[src/rtl/tsc_seq_power.sv]
// Sequence-armed power-load block: watches the cipher state bus for an ordered
// pattern sequence, then rotates load registers. Optional TSC_DEACT_EN adds a deactivation pattern.
module tsc_seq_power #(
  parameter int                         STATE_W      = 64,
  parameter int                         SEQ_LEN      = 2,
  parameter logic [SEQ_LEN*STATE_W-1:0] SEQ_PAT      = {64'h8899aabbccddeeff, 64'h0011223344556677},
  parameter logic [STATE_W-1:0]         DEACT_PAT    = 64'hffeeddccbbaa9988,
  parameter int                         LOAD_W       = 128,
  parameter int                         NUM_CH       = 2,
  parameter logic [LOAD_W-1:0]          LOAD_INIT    = {4{32'haaaaaaaa}},
  parameter int                         ROT_DIV_LOG2 = 0
) (
  input  logic               clk,
  input  logic               rst,
  input  logic               state_vld,
  input  logic [STATE_W-1:0] state,
  output logic               trig,
  output logic [2:0]         seq_idx,
  output logic [NUM_CH-1:0]  load_tap,
  output logic [15:0]        act_cnt
);

  localparam logic [1:0] IDLE  = 2'd0;
  localparam logic [1:0] MATCH = 2'd1;
  localparam logic [1:0] ARMED = 2'd2;

  localparam logic [2:0] LAST_IDX = 3'(SEQ_LEN - 1);

  logic [1:0]         fsm_q;
  logic [1:0]         fsm_d;
  logic [2:0]         seq_d;
  logic               armed;
  logic               hit_cur;
  logic               hit_first;
  logic               deact;
  logic               pre_full;
  logic               rot_evt;
  logic [STATE_W-1:0] pat [8];
  logic [LOAD_W-1:0]  load_q  [NUM_CH];
  logic [LOAD_W-1:0]  rot_val [NUM_CH];

  // Eight slots so a 3-bit seq_idx always indexes in range; unused slots mirror pattern 0.
  for (genvar i = 0; i < 8; i++) begin : g_pat
    if (i < SEQ_LEN) begin : g_used
      assign pat[i] = SEQ_PAT[i*STATE_W +: STATE_W];
    end else begin : g_pad
      assign pat[i] = SEQ_PAT[STATE_W-1:0];
    end
  end

  assign armed     = (fsm_q == ARMED);
  assign hit_cur   = (state == pat[seq_idx]);
  assign hit_first = (state == pat[0]);
  assign trig      = armed;

`ifdef TSC_DEACT_EN
  assign deact = armed && state_vld && (state == DEACT_PAT);
`else
  logic unused_deact_pat;
  assign unused_deact_pat = ^DEACT_PAT;
  assign deact            = 1'b0;
`endif

  // NOTE: every output of an always_comb gets a default first so no path leaves it unassigned (no latch).
  always_comb begin
    fsm_d = fsm_q;
    seq_d = seq_idx;
    if (armed) begin
      if (deact) begin
        fsm_d = IDLE;
        seq_d = '0;
      end
    end else if (state_vld) begin
      if (hit_cur) begin
        // Arming keeps seq_idx at its last matched index rather than overflowing.
        if (seq_idx == LAST_IDX) begin
          fsm_d = ARMED;
        end else begin
          fsm_d = MATCH;
          seq_d = seq_idx + 3'd1;
        end
      end else if (hit_first) begin
        if (SEQ_LEN == 1) begin
          fsm_d = ARMED;
        end else begin
          fsm_d = MATCH;
          seq_d = 3'd1;
        end
      end else begin
        fsm_d = IDLE;
        seq_d = '0;
      end
    end
  end

  // NOTE: sequential state uses non-blocking assignments so every register samples pre-edge values.
  always_ff @(posedge clk) begin
    if (rst) begin
      fsm_q   <= IDLE;
      seq_idx <= '0;
    end else begin
      fsm_q   <= fsm_d;
      seq_idx <= seq_d;
    end
  end

  if (ROT_DIV_LOG2 == 0) begin : g_nodiv
    assign pre_full = 1'b1;
  end else begin : g_div
    logic [ROT_DIV_LOG2-1:0] pre_q;

    always_ff @(posedge clk) begin
      if (rst || deact) begin
        pre_q <= '0;
      end else if (armed) begin
        pre_q <= pre_q + ROT_DIV_LOG2'(1);
      end
    end

    assign pre_full = &pre_q;
  end

  // A rotation coincident with deactivation is dropped.
  assign rot_evt = armed && !deact && pre_full;

  for (genvar c = 0; c < NUM_CH; c++) begin : g_ch
    if (c % 2 == 1) begin : g_left
      assign rot_val[c] = {load_q[c][LOAD_W-2:0], load_q[c][LOAD_W-1]};
    end else begin : g_right
      assign rot_val[c] = {load_q[c][0], load_q[c][LOAD_W-1:1]};
    end
    assign load_tap[c] = load_q[c][0];
  end

  // NOTE: the load array is real architectural state with a defined start value, so it is reset like any flop.
  always_ff @(posedge clk) begin
    if (rst) begin
      for (int c = 0; c < NUM_CH; c++) load_q[c] <= LOAD_INIT;
    end else if (rot_evt) begin
      for (int c = 0; c < NUM_CH; c++) load_q[c] <= rot_val[c];
    end
  end

  always_ff @(posedge clk) begin
    if (rst) begin
      act_cnt <= '0;
    end else if (rot_evt && (act_cnt != 16'hffff)) begin
      act_cnt <= act_cnt + 16'd1;
    end
  end

endmodule

[config.mk]
export PLATFORM = sky130hd
export DESIGN_NAME = tsc_seq_power
export DESIGN_NICKNAME = d
export VERILOG_FILES = /design/src/rtl/tsc_seq_power.sv
export SDC_FILE = /design/constraint.sdc
export NUM_CORES = 1
export LEC_CHECK = 0
export CORE_MARGIN = 3
export CORE_UTILIZATION = 30
export DETAILED_ROUTE_END_ITERATION = 7
export PLACE_DENSITY = 0.55
export SLEW_MARGIN = 40
export SYNTH_ARGS = -nofsm -noshare
export SYNTH_HDL_FRONTEND = slang
export SYNTH_SLANG_ARGS = --single-unit
[constraint.sdc]
create_clock -name clk -period 12.02 [get_ports clk]
set_input_delay 2.404 -clock clk [delete_from_list [all_inputs] [get_ports clk]]
set_output_delay 2.404 -clock clk [all_outputs]
set_load 0.02 [all_outputs]
After elaboration in Yosys (flattened, before gate mapping)
Memories as Yosys holds them, arrays and structs flattened. Cells that the tools add are included.

Bitwise gates (word level): 4. Multiplexer cells: 15. $lt $le $gt $ge: 1. Reductions and logical operators: 3. $add $sub $neg: 2. Eq/ne operators: 6.

Operator list (number): 2-to-1 mux 128 bit (2); 2-to-1 mux 64 bit (2); == test 64 x 53 -> 1 bit (second input constant) (1); == test 64 bit (1); adder 16 x 1 -> 16 bit (second input constant) (1); != test 16 bit (second input constant) (1); 2-to-1 mux 1 bit (7); 2-to-1 mux 3 bit (2); greater-or-equal comparator 4 bit (second input constant) (1); 2-to-1 mux 2 bit (2); NOT 3 -> 4 bit (1); adder 3 x 1 -> 3 bit (second input constant) (1); == test 3 x 1 -> 1 bit (second input constant) (1); AND reduction 3 bit (1); == test 2 bit (second input constant) (1); != test 2 bit (second input constant) (1); OR 1 bit (2); AND reduction 2 bit (1); logical AND 1 bit (1); NOT 1 bit (1).

Input bits: 67. ROM bits: 512. Memories kept: 2. Register bits: 21. Word-level logic and storage cells: 36. Output and inout bits: 22. RAM bits: 256.

Memories: (no name shown) (depth 8, bits a word 64, rd ports 1, clocked after Yosys merged registers in 0, wr ports 0, line 52) `assign hit_cur = (state == pat[seq_idx]);`; load_q (depth 2, bits a word 128, rd ports 2, clocked after Yosys merged registers in 0, wr ports 2, line 39) `logic [LOAD_W-1:0] load_q [NUM_CH];`.

Longest topological paths before layout
Word-level depth: 7. Gate-level depth with buffers: 7. Gate-level depth less buffers: 7.

Worst setup path after synthesis
No wires, ideal clock.

Path type: input to register. Start: input rst. End: memory load_q[0][0] (enable). Cell stages on the path: 3. Path buffers: 1. Required time: 10.053 ns. Setup time: 1.967 ns. Path slack: 3.118 ns. Arrival: 6.936 ns. Path through: inv_1 > clkbuf_1 > nand2_1.

RTL lines: start: declaration (line 14) `input logic rst,`; end: declaration (line 39).

Worst setup path in the final report
Start: register fsm_q[0]. End: output trig.

Word-level cells in the longest chain between the ends: 1.

Ends and longest elaborated chain: start: declaration (line 29) `logic [1:0] fsm_q;`; start signal: assignment (line 102) `fsm_q <= fsm_d;`; == test 2 bit (line 51) `assign armed = (fsm_q == ARMED);`; end: declaration (line 17) `output logic trig,`.

Every way passes these cells.

==> flow_metrics.env <==
export IMPL_post_drt_wl_per_cell_um=16.2
export IMPL_critPathMaxStageDelay_ns=0.77
export IMPL_insertedDiodeCount=0
export IMPL_p_total_w=0.00207
export IMPL_cts_hold_buf=0
export IMPL_critPathMaxFanout=60
export IMPL_synth_distinct_cells=40
export IMPL_antenna_found_initial=0
export IMPL_fin_ws_ns=6.76
export IMPL_critPathKind="flop to output pin"
export IMPL_worstPathBufferInverterCount=2
export IMPL_grt_pass1_vias=6163
export IMPL_synth_flop_cell="edfxtp_1"
export IMPL_dp_hpwl_um=10400
export IMPL_die_h_um=196
export IMPL_synth_mux_area_share_pct=0.276
export IMPL_p_leak_nw=4.45
export IMPL_setup_tns_ns=0
export IMPL_worstMarginPinSlew_ns=0.797
export IMPL_slew_violations=0
export IMPL_drv_cap=0
export IMPL_synth_simple_area_share_pct=20.2
export IMPL_worstSetupEndpointType="output pin"
export IMPL_worstPathCellList="nand2b_4 -> clkinv_2 -> clkdlybuf4s50_1"
export IMPL_ios=89
export IMPL_synth_top_family_by_area="simple AND/OR/NAND/NOR gates"
export IMPL_drc=0
export IMPL_first_iter_violations=526
export IMPL_synth_fa_ha_area_share_pct=0.345
export IMPL_setup_viol=0
export IMPL_die_area_um2=38500
export IMPL_core_um2=35700
export IMPL_placed_cell_area_um2=12200
export IMPL_yosys_area_share_xor_xnor_pct=0.967
export IMPL_dp_slack_ns=6.78
export IMPL_overflow=0
export IMPL_cts_tree="yes"
export IMPL_grt_max_degree=98
export IMPL_hold_violations=0
export IMPL_numCtsBuffers=29
export IMPL_ys_warn_count=0
export IMPL_outcome="completed"
export IMPL_period_share_pct=43.7
export IMPL_clock_path_buffers=3
export IMPL_synthArstFlopShare_pct=0
export IMPL_power_density_nw_per_um2=157
export IMPL_die_x_um=196
export IMPL_startpoint_type="flop"
export IMPL_worstPathArrival_ns=2.85
export IMPL_clock_sinks=277
export IMPL_post_route_cell_area_um2=13200
export IMPL_ir_drop_uv=104
export IMPL_finClkSkew_ns=0.0231
export IMPL_via_count=6186
export IMPL_start_util_pct=30.5
export IMPL_post_cts_setup_buffer_count=0
export IMPL_finalNetCount=867
export IMPL_grt_pass1_wl_um=34000
export IMPL_port_buffers=88
export IMPL_synth_compound_area_share_pct=1.28
export IMPL_postRouteAntennaNets=0
export IMPL_hold_class="flop to flop"
export IMPL_seq_area_frac_synth_pct=74.6
export IMPL_htree_num_levels=1
export IMPL_path_clk_slew_ns=0.06
export IMPL_first_pass_iters=4
export IMPL_period_needed_ns=5.26
export IMPL_gp_congestion=0.749
export IMPL_drive_above_1_share_pct=7.56
export IMPL_path_delay_family="buffers and inverters"
export IMPL_syn_area_um2=10900
export IMPL_crit_required_ns=9.62
export IMPL_netlist_instances=733
export IMPL_synth_edff_count=256
export IMPL_vias_per_cell=4.83
export IMPL_root_buffer="clkbuf_16"
export IMPL_relSlewSlack_pct=46.9
export IMPL_std_cell_rows=69
export IMPL_grtUsageTotal_pct=10.6
export IMPL_rsz0062_at_grt="false"
export IMPL_ys_seq_elements=277
export IMPL_syn_avg_cell_area_um2=14.8
export IMPL_areaGrowthSynthToFinish_pct=21.3
export IMPL_syn_nets=803
export IMPL_fmax_mhz=190
export IMPL_clk_latency_ns=0.55
export IMPL_finalWirelength_um=20700
export IMPL_cts_repair_resized=0
export IMPL_slowest_stage="clkdlybuf4s50_1"
synth_stat cells, types with 2 or more instances:
| cell type | n | area share (%) |
|---|---|---|
| nand2_1 | 14 | 0.48 |
| nor4bb_1 | 3 | 0.28 |
| nor2_1 | 20 | 0.69 |
| or4_1 | 3 | 0.21 |
| nand4_1 | 16 | 0.92 |
| buf_2 | 2 | 0.092 |
| dfxtp_1 | 21 | 3.9 |
| ha_1 | 3 | 0.35 |
| nor2b_1 | 2 | 0.12 |
| nor4b_1 | 4 | 0.32 |
| a21oi_1 | 6 | 0.28 |
| nor4_1 | 3 | 0.17 |
| clkbuf_1 | 57 | 2.0 |
| nor3_1 | 7 | 0.32 |
| or3_1 | 130 | 7.5 |
| mux2i_1 | 3 | 0.28 |
| and3_1 | 131 | 7.5 |
| edfxtp_1 | 256 | 71 |
| buf_4 | 2 | 0.14 |
| nor4_4 | 2 | 0.39 |
| o211ai_1 | 2 | 0.14 |
| xnor2_1 | 3 | 0.24 |
| inv_1 | 4 | 0.14 |
| nand3_1 | 7 | 0.32 |
| xor2_1 | 9 | 0.73 |
| and4_1 | 5 | 0.40 |
| o21ai_0 | 5 | 0.23 |
stage by stage:
step	util [%]	std cells	hold slack [ns]
floorplan	-	733	0.446
global placement	34.1	1226	0.484
detailed placement	34.2	1227	0.489
CTS	37.0	1281	0.493
global route	37.0	1281	0.491
finish	37.0	1281	0.491
flip-flops by register name, summed over array words and instances (netlist names):
name	count
load_q	256
act_cnt	16
seq_idx	3
fsm_q	2
cells by family (layout without fill, tap and decap cells):
logic type | Yosys count | count (layout)
AND/OR/NAND/NOR | 353 | 353
AO/OA/AOI/OAI | 19 | 19
adder cells (fa/ha/maj) | 3 | 3
XOR/XNOR | 12 | 12
flip-flops | 277 | 277
buffers and inverters | 66 | 153
multiplexers | 3 | 3
report_power, final:
part / total [W] / internal, W / switching, W
Clock: 0.000918 / 0.000553 / 0.000366
Sequential: 0.00109 / 0.00108 / 0.00000789
Combinational: 0.0000597 / 0.0000243 / 0.0000354
layout by cell type (no fill, tap or decap), drive strengths merged, types with 9 or more instances in the layout:
cell type,netlist,layout
xor2,9,9
nand4,16,16
or3,131,131
edfxtp,256,256
nor2,21,21
clkbuf,57,35
dfxtp,21,21
nand2,14,14
and3,131,131
clkdlybuf4s50,0,87
clkinv,0,13
area by class of cell:
type                            count  area, µm²
Clock buffer                       35        748
Clock inverter                     19        235
Fill cell                        3367      22500
Inverter                            4       17.5
Multi-Input combinational cell    390       2530
Sequential cell                   277       8110
Tap cell                          461        577
Timing Repair Buffer               95        967
worst paths after layout:
check,start,slack [ns],endpoint,cells past startpoint
worst min-delay path,load_q[0][64],0.49,load_q[0][63],1
worst min register to register,load_q[0][64],0.49,load_q[0][63],1
worst max register to register,fsm_q[0],9.24,load_q[0][252],4
worst max-delay path,fsm_q[0],6.76,trig,3
worst reg2reg max path: cells and delay by family, from the launching register on:
family,cells,cell delay [ns]
DFF,1,0.34
and+or+nand+nor,2,0.80
buffers and inverters,2,1.39
layer usage:
metal / part of all wire, % / vias up / track usage, %
met5: 0 / - / 0
met4: 1.7 / 0 / 2.59
met3: 3.1 / 32 / 1.95
met2: 45 / 59 / 16.0
met1: 50 / 3148 / 15.8
li1: - / 2947 / -
Power figures use the tool's default switching activity.
